File: src/rtl/color_pkg.sv
// Shared filter-select codes and sequencer state encoding for the colour sensor path.
// The classifier reuses the FILT_* codes.
package color_pkg;

    localparam logic [1:0] FILT_RED   = 2'b00;
    localparam logic [1:0] FILT_BLUE  = 2'b01;
    localparam logic [1:0] FILT_GREEN = 2'b11;
    localparam logic [1:0] FILT_CLEAR = 2'b10;

    // Per-filter states are consecutive so SETTLE -> GATE -> STORE -> next SETTLE is +1.
    localparam logic [3:0] ST_IDLE     = 4'd0;
    localparam logic [3:0] ST_SETTLE_R = 4'd1;
    localparam logic [3:0] ST_GATE_R   = 4'd2;
    localparam logic [3:0] ST_STORE_R  = 4'd3;
    localparam logic [3:0] ST_SETTLE_B = 4'd4;
    localparam logic [3:0] ST_GATE_B   = 4'd5;
    localparam logic [3:0] ST_STORE_B  = 4'd6;
    localparam logic [3:0] ST_SETTLE_G = 4'd7;
    localparam logic [3:0] ST_GATE_G   = 4'd8;
    localparam logic [3:0] ST_STORE_G  = 4'd9;
    localparam logic [3:0] ST_SETTLE_C = 4'd10;
    localparam logic [3:0] ST_GATE_C   = 4'd11;
    localparam logic [3:0] ST_STORE_C  = 4'd12;
    localparam logic [3:0] ST_HOLD     = 4'd13;

    typedef enum logic [3:0] {
        IDLE     = ST_IDLE,
        SETTLE_R = ST_SETTLE_R,
        GATE_R   = ST_GATE_R,
        STORE_R  = ST_STORE_R,
        SETTLE_B = ST_SETTLE_B,
        GATE_B   = ST_GATE_B,
        STORE_B  = ST_STORE_B,
        SETTLE_G = ST_SETTLE_G,
        GATE_G   = ST_GATE_G,
        STORE_G  = ST_STORE_G,
        SETTLE_C = ST_SETTLE_C,
        GATE_C   = ST_GATE_C,
        STORE_C  = ST_STORE_C,
        HOLD     = ST_HOLD
    } state_t;

endpackage

File: src/rtl/edge_gate_counter.sv
// Synchronises the sensor square wave, detects rising edges and counts them
// into a saturating counter while enabled.
module edge_gate_counter #(
    parameter int CNT_W = 20
) (
    input  logic             clock,
    input  logic             reset,
    input  logic             clr,
    input  logic             en,
    input  logic             colorsignal,
    output logic [CNT_W-1:0] count
);

    logic meta_p0;
    logic sync_p1;
    logic prev_p2;
    logic rise;

    function automatic logic [CNT_W-1:0] sat_inc(input logic [CNT_W-1:0] v);
        return (&v) ? v : v + CNT_W'(1);
    endfunction

    // Stage p0/p1: two-flop synchroniser; stage p2: previous value for edge detect
    always_ff @(posedge clock or posedge reset) begin
        if (reset) begin
            meta_p0 <= 1'b0;
            sync_p1 <= 1'b0;
            prev_p2 <= 1'b0;
        end else begin
            meta_p0 <= colorsignal;
            sync_p1 <= meta_p0;
            prev_p2 <= sync_p1;
        end
    end

    assign rise = sync_p1 & ~prev_p2;

    always_ff @(posedge clock or posedge reset) begin
        if (reset)
            count <= '0;
        else if (clr)
            count <= '0;
        else if (en && rise)
            count <= sat_inc(count);
    end

endmodule

File: src/rtl/color_scan_sequencer.sv
// Steps the colour sensor through red, blue, green, clear filters, counts edges
// per gate window and publishes a 4-channel sample over a valid/ack handshake.
module color_scan_sequencer
    import color_pkg::*;
#(
    parameter int SETTLE_CYCLES = 10_000,
    parameter int GATE_CYCLES   = 1_000_000,
    parameter int CNT_W         = 20
) (
    input  logic             clock,
    input  logic             reset,
    input  logic             run,
    input  logic             colorsignal,
    output logic             s2,
    output logic             s3,
    output logic             busy,
    output logic [CNT_W-1:0] red,
    output logic [CNT_W-1:0] blue,
    output logic [CNT_W-1:0] green,
    output logic [CNT_W-1:0] clear,
    output logic             sample_valid,
    input  logic             sample_ack
);

    localparam int TMR_MAX = (SETTLE_CYCLES > GATE_CYCLES) ? SETTLE_CYCLES : GATE_CYCLES;
    localparam int TMR_W   = $clog2(TMR_MAX + 1);
    localparam logic [TMR_W-1:0] SETTLE_LAST = TMR_W'(SETTLE_CYCLES - 1);
    localparam logic [TMR_W-1:0] GATE_LAST   = TMR_W'(GATE_CYCLES - 1);

    state_t           state, state_nx;
    logic [TMR_W-1:0] tmr;
    logic [CNT_W-1:0] count;
    logic [CNT_W-1:0] shd_r, shd_b, shd_g;
    logic             cnt_clr, cnt_en;
    logic [1:0]       filt_nx;

    edge_gate_counter #(.CNT_W(CNT_W)) u_cnt (
        .clock       (clock),
        .reset       (reset),
        .clr         (cnt_clr),
        .en          (cnt_en),
        .colorsignal (colorsignal),
        .count       (count)
    );

    always_comb begin
        state_nx = state;
        cnt_clr  = 1'b0;
        cnt_en   = 1'b0;
        unique case (state)
            IDLE:
                if (run && !sample_valid) state_nx = SETTLE_R;
            SETTLE_R, SETTLE_B, SETTLE_G, SETTLE_C:
                if (tmr == SETTLE_LAST) begin
                    state_nx = state_t'(state + 4'd1);
                    cnt_clr  = 1'b1;
                end
            GATE_R, GATE_B, GATE_G, GATE_C: begin
                cnt_en = 1'b1;
                if (tmr == GATE_LAST) state_nx = state_t'(state + 4'd1);
            end
            STORE_R, STORE_B, STORE_G, STORE_C:
                state_nx = state_t'(state + 4'd1);
            HOLD:
                state_nx = IDLE;
            default:
                state_nx = IDLE;
        endcase

        // Filter lines only move when a new SETTLE phase (or IDLE) is entered.
        unique case (state_nx)
            IDLE, SETTLE_R: filt_nx = FILT_RED;
            SETTLE_B:       filt_nx = FILT_BLUE;
            SETTLE_G:       filt_nx = FILT_GREEN;
            SETTLE_C:       filt_nx = FILT_CLEAR;
            default:        filt_nx = {s2, s3};
        endcase
    end

    always_ff @(posedge clock or posedge reset) begin
        if (reset) begin
            state    <= IDLE;
            tmr      <= '0;
            {s2, s3} <= FILT_RED;
        end else begin
            state    <= state_nx;
            {s2, s3} <= filt_nx;
            if (state_nx != state)
                tmr <= '0;
            else if (cnt_en || state inside {SETTLE_R, SETTLE_B, SETTLE_G, SETTLE_C})
                tmr <= tmr + TMR_W'(1);
        end
    end

    // Clear is taken straight from the counter so all four outputs update together.
    always_ff @(posedge clock or posedge reset) begin
        if (reset) begin
            shd_r <= '0;
            shd_b <= '0;
            shd_g <= '0;
            red   <= '0;
            blue  <= '0;
            green <= '0;
            clear <= '0;
        end else begin
            case (state)
                STORE_R: shd_r <= count;
                STORE_B: shd_b <= count;
                STORE_G: shd_g <= count;
                STORE_C: begin
                    red   <= shd_r;
                    blue  <= shd_b;
                    green <= shd_g;
                    clear <= count;
                end
                default: ;
            endcase
        end
    end

    always_ff @(posedge clock or posedge reset) begin
        if (reset)
            sample_valid <= 1'b0;
        else if (state == HOLD)
            sample_valid <= 1'b1;
        else if (sample_valid && sample_ack)
            sample_valid <= 1'b0;
    end

    assign busy = (state != IDLE) && (state != HOLD);

endmodule

File: config.mk
export PLATFORM = sky130hd
export DESIGN_NAME = color_scan_sequencer
export DESIGN_NICKNAME = d
export VERILOG_FILES = /design/src/rtl/color_pkg.sv /design/src/rtl/edge_gate_counter.sv /design/src/rtl/color_scan_sequencer.sv
export SDC_FILE = /design/constraint.sdc
export NUM_CORES = 1
export LEC_CHECK = 0
export BUFFER_PORTS_ARGS = -buffer_cell sky130_fd_sc_hd__buf_2
export CAP_MARGIN = 0
export CORE_ASPECT_RATIO = 1.25
export CORE_MARGIN = 2
export CORE_UTILIZATION = 50
export DETAILED_ROUTE_END_ITERATION = 16
export PLACE_DENSITY = 0.71
export SLEW_MARGIN = 20
export SYNTH_ARGS = -nofsm -noshare
export SYNTH_HDL_FRONTEND = slang
export SYNTH_HIERARCHICAL = 1
export SYNTH_SLANG_ARGS = --single-unit
File: constraint.sdc
create_clock -name clock -period 5.8 [get_ports clock]
set_clock_uncertainty 0.1 [all_clocks]
set_input_delay 1.45 -clock clock [delete_from_list [all_inputs] [get_ports clock]]
set_output_delay 1.45 -clock clock [all_outputs]
set_load 0.02 [all_outputs]
# == Word level (Yosys, flattened, before mapping) ==
# Cells that the tools add are included.
# W data, S select, Z words.
# classes
addsub,3
n_eq_ne,22
mux,15
bitwise,2
reduce_logical,20
# op_table
operator,count
$mux W20,5
$add A20 B1 Y20 const B,2
$eq A4 B4 Y1 const B,7
$eq A4 B3 Y1 const B,6
$eq A20 B14 Y1 const B,1
$eq A20 B20 Y1 const B,1
$reduce_and A20 Y1,1
$pmux W4 S4,1
$mux W4,3
$reduce_bool A4 Y1,3
$reduce_or A4 Y1,3
$eq A4 B1 Y1 const B,2
$eq A4 B2 Y1 const B,2
$logic_not A4 Y1,2
$pmux W2 S4,1
$reduce_bool A2 Y1,3
$mux W1,5
$add A4 B1 Y4 const B,1
$logic_and A1 B1 Y1,4
$ne A4 B4 Y1,1
$ne A4 B4 Y1 const B,1
$ne A2 B2 Y1 const B,1
$reduce_and A2 Y1,1
$reduce_or A2 Y1,1
4 further kinds,4
# totals
reg_bits,190
out_inout_bits,84
wordCells,78

# == Depth between registers and ports, before layout ==
# Gate-level depths: netlist of run 1.
# logic_depth
depth_word,7
depth_mapped,13

# == By module ==
# Netlist of run 1, hierarchy kept.
# by_module_without_submodules
mod,n_inst,cells_per_inst,area_each_um2,seq_area_each_um2
color_scan_sequencer,1,493,6857.8,4179.0
edge_gate_counter,1,117,1204.9,575.6

# == Worst setup path after synthesis of run 1 ==
# No wires, ideal clock.
# synth_timing
kind,input-to-reg
startpoint,input run
endpoint,register tmr[1]
setup_ns,0.072
t_arrival_ns,2.628
t_required_ns,5.628
setup_slack_ns,2.999
cell_stages,8
n_path_buf,2
path_cell_list,nor2b_1 o221ai_1 a22o_1 buf_6 xnor2_1 a211o_1 buf_6 nor2_1
# synth_between
elab_chain_cells,5
word_cells_on_any_way,6
classes_between,1 x eq/ne; 3 x mux; 2 x reduce/logical
# synth_rtl
item,line_no,source
from (decl),color_scan_sequencer.sv:12,"input logic run,"
$logic_and A1 B1 Y1 (*),color_scan_sequencer.sv:52,if (run && !sample_valid) state_nx = SETTLE_R;
$mux W4 (*),color_scan_sequencer.sv:52,
$pmux W4 S4 (*),color_scan_sequencer.sv:50,unique case (state)
net state_nx[1],color_scan_sequencer.sv:30,"state_t state, state_nx;"
$ne A4 B4 Y1 (*),color_scan_sequencer.sv:88,if (state_nx != state)
$mux W20 or $reduce_bool A2 Y1 (tied branches),-,
to (signal assigned),color_scan_sequencer.sv:91,tmr <= tmr + TMR_W'(1);
to (decl),color_scan_sequencer.sv:31,logic [TMR_W-1:0] tmr;
# Mark *: on every way through the listed nets, which the timed path passes. The rest lies on a longest branch.
# A chain may end at the register's enable or synchronous reset.

# == Worst setup path after layout of run 1 ==
# layout_timing
startpoint,register state[0]
endpoint,register tmr[3]
# layout_between
elab_chain_cells,5
word_cells_on_any_way,27
classes_between,1 x add/sub; 13 x eq/ne; 6 x mux; 7 x reduce/logical
# layout_rtl
item,line_no,source
from (decl),color_scan_sequencer.sv:30,
from (signal assigned),color_scan_sequencer.sv:86,state <= state_nx;
$add A4 B1 Y4 (tied with other cells),"color_scan_sequencer.sv:55, color_scan_sequencer.sv:60, color_scan_sequencer.sv:63",
$mux W4 (tied with other cells),color_scan_sequencer.sv:60,if (tmr == GATE_LAST) state_nx = state_t'(state + 4'd1);
$pmux W4 S4 or $mux W1 (tied branches),color_scan_sequencer.sv:50,
$ne A4 B4 Y1 or $logic_or A1 B1 Y1 (tied branches),"color_scan_sequencer.sv:88, color_scan_sequencer.sv:90",
$mux W20 or $reduce_bool A2 Y1 (tied branches),-,
# Parallel ways exist; a longest one is shown, timed or not.

==> results of run 1 <==
[state kept, by name (all words and copies together), names as in the netlist]
name and cells:
blue 20, clear 20, green 20, red 20, shd_b 20, shd_g 20, shd_r 20, tmr 20
u_cnt/count 20, state 4, s2 1, s3 1, sample_valid 1, u_cnt/meta_p0 1, u_cnt/prev_p2 1, u_cnt/sync_p1 1
[routing by layer]
metal | vias to the layer above | global-route usage | wire, µm
met2 | 116 | 0.344 | 8520
met5 | - | 0 | 0
li1 | 2349 | - | -
met4 | 0 | 0.0765 | 316
met3 | 23 | 0.0470 | 582
met1 | 2577 | 0.251 | 7030
[through the flow]
| stage | cell area [µm²] | setup slack, ps | total power, µW | utilization |
|---|---|---|---|---|
| global placement | 8670 | 2200 | 1550 | 0.552 |
| floorplan | 8070 | 2120 | 1520 | - |
| global route | 9240 | 1770 | 2740 | 0.589 |
| finish | 9240 | 2120 | 2620 | 0.589 |
| detailed placement | 8670 | 2070 | 1560 | 0.552 |
| CTS | 9220 | 2050 | 2650 | 0.587 |
[cell type report]
class                   instances  area, µm²  share of cell area
clock buffers                  20        437              0.0472
flip-flops and latches        190       4750               0.514
multi-input cells             380       3130               0.338
inverters                      13       52.6             0.00569
repair buffers                 92        494              0.0535
well taps                     212        265              0.0287
clock inverters                11        111              0.0120
[final timing paths]
| path | start | endpoint | slack [ps] | cells after the start |
|---|---|---|---|---|
| max | state[0] | tmr[3] | 2120 | 10 |
| max in group asynchronous | reset | green[16] | 3730 | 3 |
| min in group asynchronous | reset | u_cnt/count[10] | 1160 | 2 |
| min reg2reg | u_cnt/meta_p0 | u_cnt/sync_p1 | 260 | 0 |
| min | u_cnt/meta_p0 | u_cnt/sync_p1 | 260 | 0 |
| max reg2reg | state[0] | tmr[3] | 2120 | 10 |
[critical path: cells and delay by family (launching register included)]
kind                     cells  cell delay [ps]
AO/OA/AOI/OAI                2              870
XOR/XNOR                     1              210
adder cells (fa/ha/maj)      1              300
buffers and inverters        2              870
flip-flops                   1              460
AND/OR/NAND/NOR              4              720
[cells in the final DEF (no fill, tap or decap), types with 3 or more instances in the layout]
cell type	n
nor2b_1	6
nand4b_1	5
mux2i_1	4
and3_1	4
clkbuf_1	3
buf_2	88
a21oi_1	12
and4_1	4
nand4_1	12
o21ai_0	6
or2_2	3
ha_1	6
xnor2_1	16
o31ai_1	5
nand2b_1	3
nand3_1	12
xor2_1	13
inv_1	12
dfrtp_1	190
nor2_1	46
clkinvlp_4	3
or4_1	7
clkinv_4	5
nor3_1	11
mux2_2	140
clkbuf_16	17
nor4_1	4
nand2_1	22
[power breakdown]
part	internal [µW]	total [µW]	switching, µW
combinational	56.8	180	123
sequential	1340	1360	17.8
clock	594	1090	493
total	1990	2620	634
[cells by family (layout without fill, tap and decap cells)]
group,after synthesis,count (layout)
flops,190,190
simple gates,158,158
mux,145,145
compound gates,42,42
buf+inv,40,136
xor+xnor,29,29
fa+ha+maj,6,6
==> results_dict.tcl, run 1 <==
set metrics [dict create \
    status "finished clean" \
    htreeDepth 4 \
    yosys_register_bits 190 \
    min_path_type "reg2reg" \
    gp_congestion 0.823 \
    synth_top_area_cell "dfrtp_1" \
    finalHoldViolCount 0 \
    drtIter0Drc 240 \
    synth.area.mux_share 0.202 \
    path_max_fanout 81 \
    post_cts_buffers 0 \
    cap_violations 0 \
    setup_tns_ps 0 \
    async_flop_share 1.00 \
    drv_slew 0 \
    final_cells 918 \
    n_fill_cell 1296 \
    numCtsBuffers 17 \
    track_usage 0.202 \
    peakVddDrop_mv 0.172 \
    synth_area_leaders "dfrtp_1 (59%), mux2_2 (20%), nor2_1 (2.1%), xnor2_1 (1.7%), xor2_1 (1.4%)" \
    rsz0062_at_grt "false" \
    synth_area_per_cell_um2 13.2 \
    grt_pass1_wl_um 27500 \
    synth_ff_type "dfrtp_1" \
    num_io_pins 89 \
    wire_per_inst_um 17.9 \
    place_hpwl_um 10800 \
    dp_cells 885 \
    yosysWarnings 6 \
    core_area_mm2 0.0157 \
    crit_required_ps 5980 \
    fp.dieH_um 146 \
    dieArea_mm2 0.0172 \
    grt_max_degree 168 \
    synth_enable_flop_cells 0 \
    first_pass_iters 4 \
    antenna_cells 0 \
    crit_chain "inv_1 > ha_1 > nand3_4 > buf_4 > and4_1 > nand3_2 > a22o_1 > xnor2_1 > a211o_1 > nor2_1" \
    synth_cell_types 55 \
    antenna_found_initial 0 \
    post-route-period-util 0.634 \
    clock_latency_ps 430 \
    p_leak_uw 0.00484 \
    via_per_inst 5.52 \
    core.rowCount 51 \
    p_per_area_mw_per_mm2 284 \
    synth-compound-area-share 0.0346 \
    synth_top_family_by_area "multiplexers" \
    synth_fa_ha_area_frac 0.00931 \
    area_delta_synth_final_pct 14.6 \
    postCtsHoldBufs 0 \
    final.min_clock_period_ps 3680 \
    syn_area_mm2 0.00806 \
    cts.repair.resized 0 \
    synthCells 610 \
    vias 5065 \
    end_kind "flop" \
    layout.nets 705 \
    slew_headroom 0.289 \
    clock.fmax_mhz 272 \
    setup_violations 0 \
    whs_ps 263 \
    io_buffers 88 \
    routed_wl_um 16500 \
    synth_common_cells "dfrtp_1 (190), mux2_2 (140), nor2_1 (46), nand2_1 (22), clkbuf_1 (18)" \
    die_w_um 118 \
    cpPeakStageDelay_ps 750 \
    crit_slowest_cell "buf_4" \
    tritoncts "yes" \
    grt_overflow 0 \
    cts.sinks 190 \
    ys_seq_area_frac 0.590 \
    crit_type "reg2reg" \
    cts-root-buf "clkbuf_16" \
    clockBufferDepth 2 \
    worst_pin_slew_ps 1070 \
    synthMostInstantiatedCell "dfrtp_1" \
    antenna_left 0 \
    drc 0 \
    syn-num-nets 621 \
    synthSimpleGateAreaFrac 0.109 \
    synth_xor_xnor_area_share 0.0315 \
    path_clk_slew_ps 60 \
    grt_pass1_vias 5370 \
    synth_top_area_share 0.590 \
    arrival_ps 3860 \
    critPathLaunchType "flop" \
    drive_above_1_share 0.391 \
    initial_core_util 0.514 \
]
Note: power is estimated with default switching activity, not from simulation.
==> run 2: changes to the inputs <==
- clock period: 5.8 -> 3.1 ns (I/O delays scaled with it)
==> results_dict.tcl, run 2 (same netlist as run 1, synthesis figures left out) <==
set metrics [dict create \
    status "finished clean" \
    p_per_area_mw_per_mm2 543 \
    area_delta_synth_final_pct 16.0 \
    min_path_type "reg2reg" \
    dp_slack_ps 71.1 \
    grt_pass1_wl_um 27300 \
    setup_slack_ps 136 \
    rsz0062_at_grt "false" \
    crit_type "reg2reg" \
    final.min_clock_period_ps 2960 \
    core_area_mm2 0.0157 \
    fp.dieH_um 146 \
    multi_input_area_mm2 0.00314 \
    setup_tns_ps 0 \
    grt_pass1_vias 5342 \
    r2r_slack_ps 140 \
    htreeDepth 4 \
    routed_wl_um 16500 \
    postCtsHoldBufs 0 \
    drtIter0Drc 314 \
    wire_per_inst_um 17.8 \
    cpPeakStageDelay_ps 450 \
    antenna_found_initial 0 \
    end_kind "flop" \
    use_met2 0.336 \
    via_per_inst 5.49 \
    n_fill_cell 1292 \
    vias 5092 \
    critPathLaunchType "flop" \
    num_io_pins 89 \
    crit_chain "inv_1 > ha_2 > o21ai_0 > a21oi_1 > nor2_1 > inv_1 > and3b_1 > nand4_2 > or3_4 > or4_1 > a21oi_1" \
    clock_latency_ps 420 \
    tritoncts "yes" \
    die_w_um 118 \
    core.rowCount 51 \
    finalHoldViolCount 0 \
    cap_violations 0 \
    layout.nets 715 \
    crit_required_ps 3340 \
    first_pass_iters 4 \
    antenna_cells 0 \
    antenna_left 0 \
    clockBufferDepth 2 \
    post_cts_buffers 0 \
    cts-root-buf "clkbuf_16" \
    top_usage_layer "met2" \
    gr-usage-met3 0.0568 \
    p_leak_uw 0.00491 \
    grt_util_met1 0.248 \
    drc 0 \
    cts.sinks 190 \
    arrival_ps 3200 \
    worst_pin_slew_ps 1030 \
    peakVddDrop_mv 0.397 \
    register_area_mm2 0.00475 \
    gp_congestion 0.852 \
    clock.fmax_mhz 337 \
    place_hpwl_um 11100 \
    numCtsBuffers 17 \
    drive_above_1_share 0.404 \
    final_cell_mix "dfrtp_1 (190), mux2_2 (140), buf_2 (88)" \
    path_max_fanout 8 \
    dieArea_mm2 0.0172 \
    grt_overflow 0 \
    path_clk_slew_ps 70 \
    post-route-period-util 0.956 \
    drv_slew 0 \
    io_buffers 88 \
    initial_core_util 0.514 \
    crit_slowest_cell "or3_4" \
    grt_max_degree 102 \
    track_usage 0.201 \
    final_common_cell "dfrtp_1" \
    slew_headroom 0.310 \
    setup_violations 0 \
    cts.repair.resized 0 \
]
==> run 2: cell types whose count changed in the layout (fill, tap and decap cells not counted) <==
cell	delta
buf_4	+12
clkinv_4	-5
clkbuf_8	+2
inv_8	+2
buf_6	-1
buf_8	-1
bufinv_16	+1
clkbuf_1	-1
ha_1	-1
ha_2	+1
inv_6	+1
or3_1	-1
or3_4	+1
==> run 2: critical path, delay by kind of cell, from the launching register on <==
family	cells	cell delay (ps)
flops	1	430
compound gates	3	510
fa+ha+maj	1	260
simple gates	5	1370
buf+inv	2	200
==> run 2: final cells by class <==
class,instances,area share
Tap cell,212,0.0284
Clock buffer,21,0.0492
Timing Repair Buffer,102,0.0596
Sequential cell,190,0.508
Clock inverter,10,0.0138
Inverter,13,0.00562
Multi-Input combinational cell,380,0.335
==> run 2: power by group <==
part	switching, µW	internal [µW]	total (µW)	leakage (µW)
Sequential	23.5	2500	2530	0.00264
Clock	920	1240	2160	0.000284
Combinational	256	134	389	0.00199
==> run 2: metal layers <==
metal,part of all wire,vias to the layer above
met2,0.51,116
li1,-,2357
met3,0.042,28
met5,0,-
met4,0.018,0
met1,0.43,2591
==> run 2: final timing paths <==
path | start | cells past startpoint | end
worst max-delay path | state[1] | 11 | u_cnt/count[19]
worst max register to register | state[1] | 11 | u_cnt/count[19]
worst min register to register | u_cnt/meta_p0 | 0 | u_cnt/sync_p1
worst min-delay path | u_cnt/meta_p0 | 0 | u_cnt/sync_p1
max in group asynchronous | reset | 3 | shd_g[10]
min in group asynchronous | reset | 3 | shd_r[10]
==> run 2: metrics by stage <==
stage	instance area [µm²]	cells	power (µW)	hold WS, ps	utilization
floorplan	8070	610	2850	231	-
global placement	8760	897	2940	243	0.558
detailed placement	8760	897	2960	260	0.558
CTS	9350	928	5120	279	0.595
global route	9360	928	5280	287	0.596
finish	9360	928	5080	287	0.596
==> run 3: changes to the inputs <==
- BUFFER_PORTS_ARGS: -buffer_cell sky130_fd_sc_hd__buf_2 -> -buffer_cell sky130_fd_sc_hd__buf_4
- PLACE_DENSITY: 0.71 -> 0.76
- SYNTH_HIERARCHICAL: 1 -> not set
==> results_dict.tcl, run 3 <==
set metrics [dict create \
    synth_top_family_by_area "multiplexers" \
    status "finished clean" \
    postCtsHoldBufs 0 \
    synth-compound-area-share 0.0525 \
    post-route-period-util 0.936 \
    via_per_inst 5.41 \
    fp.dieH_um 146 \
    p_leak_uw 0.00479 \
    whs_path_depth 0 \
    synth_area_leaders "dfrtp_1 (59%), mux2_2 (17%), xnor2_1 (2.6%), nand2_1 (1.9%), nor2_2 (1.5%)" \
    placed_area_mm2 0.00913 \
    dieArea_mm2 0.0173 \
    final_cell_mix "dfrtp_1 (190), mux2_2 (125), buf_4 (99)" \
    arrival_ps 3160 \
    area_delta_synth_final_pct 19.8 \
    async_flop_share 1.00 \
    fin_area_mm2 0.00973 \
    finalHoldViolCount 0 \
    clockBufferDepth 2 \
    worst_pin_slew_ps 726 \
    first_pass_iters 4 \
    synth.area.mux_share 0.180 \
    drv_slew 0 \
    cts-root-buf "clkbuf_16" \
    final_common_cell "dfrtp_1" \
    synth_top_area_share 0.586 \
    die_w_um 118 \
    core.rowCount 52 \
    critPathLaunchType "flop" \
    htreeDepth 4 \
    grt_pass1_vias 5531 \
    peakVddDrop_mv 0.288 \
    synth_ff_type "dfrtp_1" \
    setup_violations 0 \
    antenna_cells 0 \
    syn_area_mm2 0.00812 \
    routed_wl_um 16400 \
    hold_start "u_cnt.meta_p0" \
    core_area_mm2 0.0161 \
    cts.sinks 190 \
    p_per_area_mw_per_mm2 521 \
    synth_enable_flop_cells 0 \
    worstHoldEndpoint "u_cnt.sync_p1" \
    drive_above_1_share 0.400 \
    synth_top_area_cell "dfrtp_1" \
    synth_cell_types 63 \
    synthSimpleGateAreaFrac 0.110 \
    clock.fmax_mhz 345 \
    crit_required_ps 3360 \
    yosysWarnings 0 \
    numCtsBuffers 17 \
    io_buffers 88 \
    whs_ps 306 \
    path_clk_slew_ps 70 \
    r2r_slack_ps 200 \
    crit_type "reg2reg" \
    num_io_pins 89 \
    track_usage 0.201 \
    synthMostInstantiatedCell "dfrtp_1" \
    tritoncts "yes" \
    rsz0062_at_grt "false" \
    synth_common_cells "dfrtp_1 (190), mux2_2 (125), nand2_1 (41), nor2_1 (29), xnor2_1 (24)" \
    final.min_clock_period_ps 2900 \
    place_hpwl_um 11400 \
    cap_violations 0 \
    antenna_found_initial 0 \
    antenna_left 0 \
    synth_area_per_cell_um2 12.6 \
    drc 0 \
    synth_fa_ha_area_frac 0.00924 \
    grt_pass1_wl_um 27600 \
    synth_xor_xnor_area_share 0.0367 \
    min_path_type "reg2reg" \
    layout.nets 751 \
    vias 5243 \
    reg2reg_to "tmr[13]" \
    initial_core_util 0.505 \
    path_max_fanout 20 \
    grt_max_degree 56 \
    wire_per_inst_um 16.9 \
    n_fill_cell 1269 \
    slew_headroom 0.515 \
    syn-num-nets 655 \
    end_kind "flop" \
    drtIter0Drc 352 \
    setup_tns_ps 0 \
    synthCells 644 \
    clock_latency_ps 430 \
    ff2ff_path_depth 9 \
    yosys_register_bits 190 \
    gp_congestion 0.835 \
    r2r_start "tmr[0]" \
    ys_seq_area_frac 0.586 \
    grt_overflow 0 \
]
## run 3: cell types whose count changed in the layout (fill, tap and decap cells not counted), sizes merged, moves of 8 or more
cell / delta
inv: +11
nand4: -9
nand2: +19
xnor2: +8
mux2: -16
o21ai: +19
## run 3: timing repair
| action | 4_1_cts | 5_1_grt |
|---|---|---|
| buffers inserted | 0 | 1 |
| endpoints found under the setup margin | 0 | 25 |
| resized for setup | 0 | 5 |
## run 3: cell families (layout without fill, tap and decap cells)
family / count (synthesis) / after routing
DFF: 190 / 190
buffers and inverters: 52 / 161
xor gates and xnor gates: 34 / 34
adders and majority gates: 6 / 6
muxes: 129 / 129
AOI/OAI and AO/OA: 63 / 63
and+or+nand+nor: 170 / 170
## run 3: how the worst max path moves through the flow
stage	start	end	slack, ps
after global placement	state[0]	s3	90
after global routing	tmr[0]	s3	6
after detailed placement	tmr[0]	tmr[1]	150
after floorplan	reset	blue[0]	-220
after CTS	tmr[0]	tmr[13]	140
final	tmr[0]	tmr[13]	200
## run 3: cell type report
cell class              instances  area, µm²  share of cell area
well taps                     216        270              0.0278
repair buffers                104        843              0.0867
multi-input cells             402       3200               0.329
clock buffers                  20        457              0.0469
flip-flops and latches        190       4750               0.489
clock inverters                12        101              0.0104
inverters                      25       97.6              0.0100
## run 3: layer usage
layer | global-route usage | up-vias | routed length (µm)
li1 | - | 2443 | -
met1 | 0.246 | 2665 | 6830
met2 | 0.354 | 115 | 8720
met3 | 0.0328 | 20 | 561
met4 | 0.0825 | 0 | 248
met5 | 0 | - | 0
## run 3: critical path, stage by stage (launching register included)
cell and delay [ps]:
dfrtp_1 380, ha_1 200, or4b_4 480, or4_4 550, o31a_1 310, a21boi_2 210, o32a_2 170, nand4_2 130
buf_12 200, nor2_2 100
## run 3: report_power, final
group          leakage (µW)  internal [µW]  total, µW  switching, µW
sequential          0.00264           2510       2540           30.8
clock              0.000275           1090       2040            947
combinational       0.00188            190        491            301
## run 3: metrics by stage
step                setup WS (ps)  instances  utilization  power (µW)
global placement             85.7        936        0.568        3080
finish                        198        969        0.605        5070
CTS                           136        968        0.603        5110
detailed placement            152        936        0.568        3080
global route                 6.35        969        0.605        5280
floorplan                    -223        644            -        2950
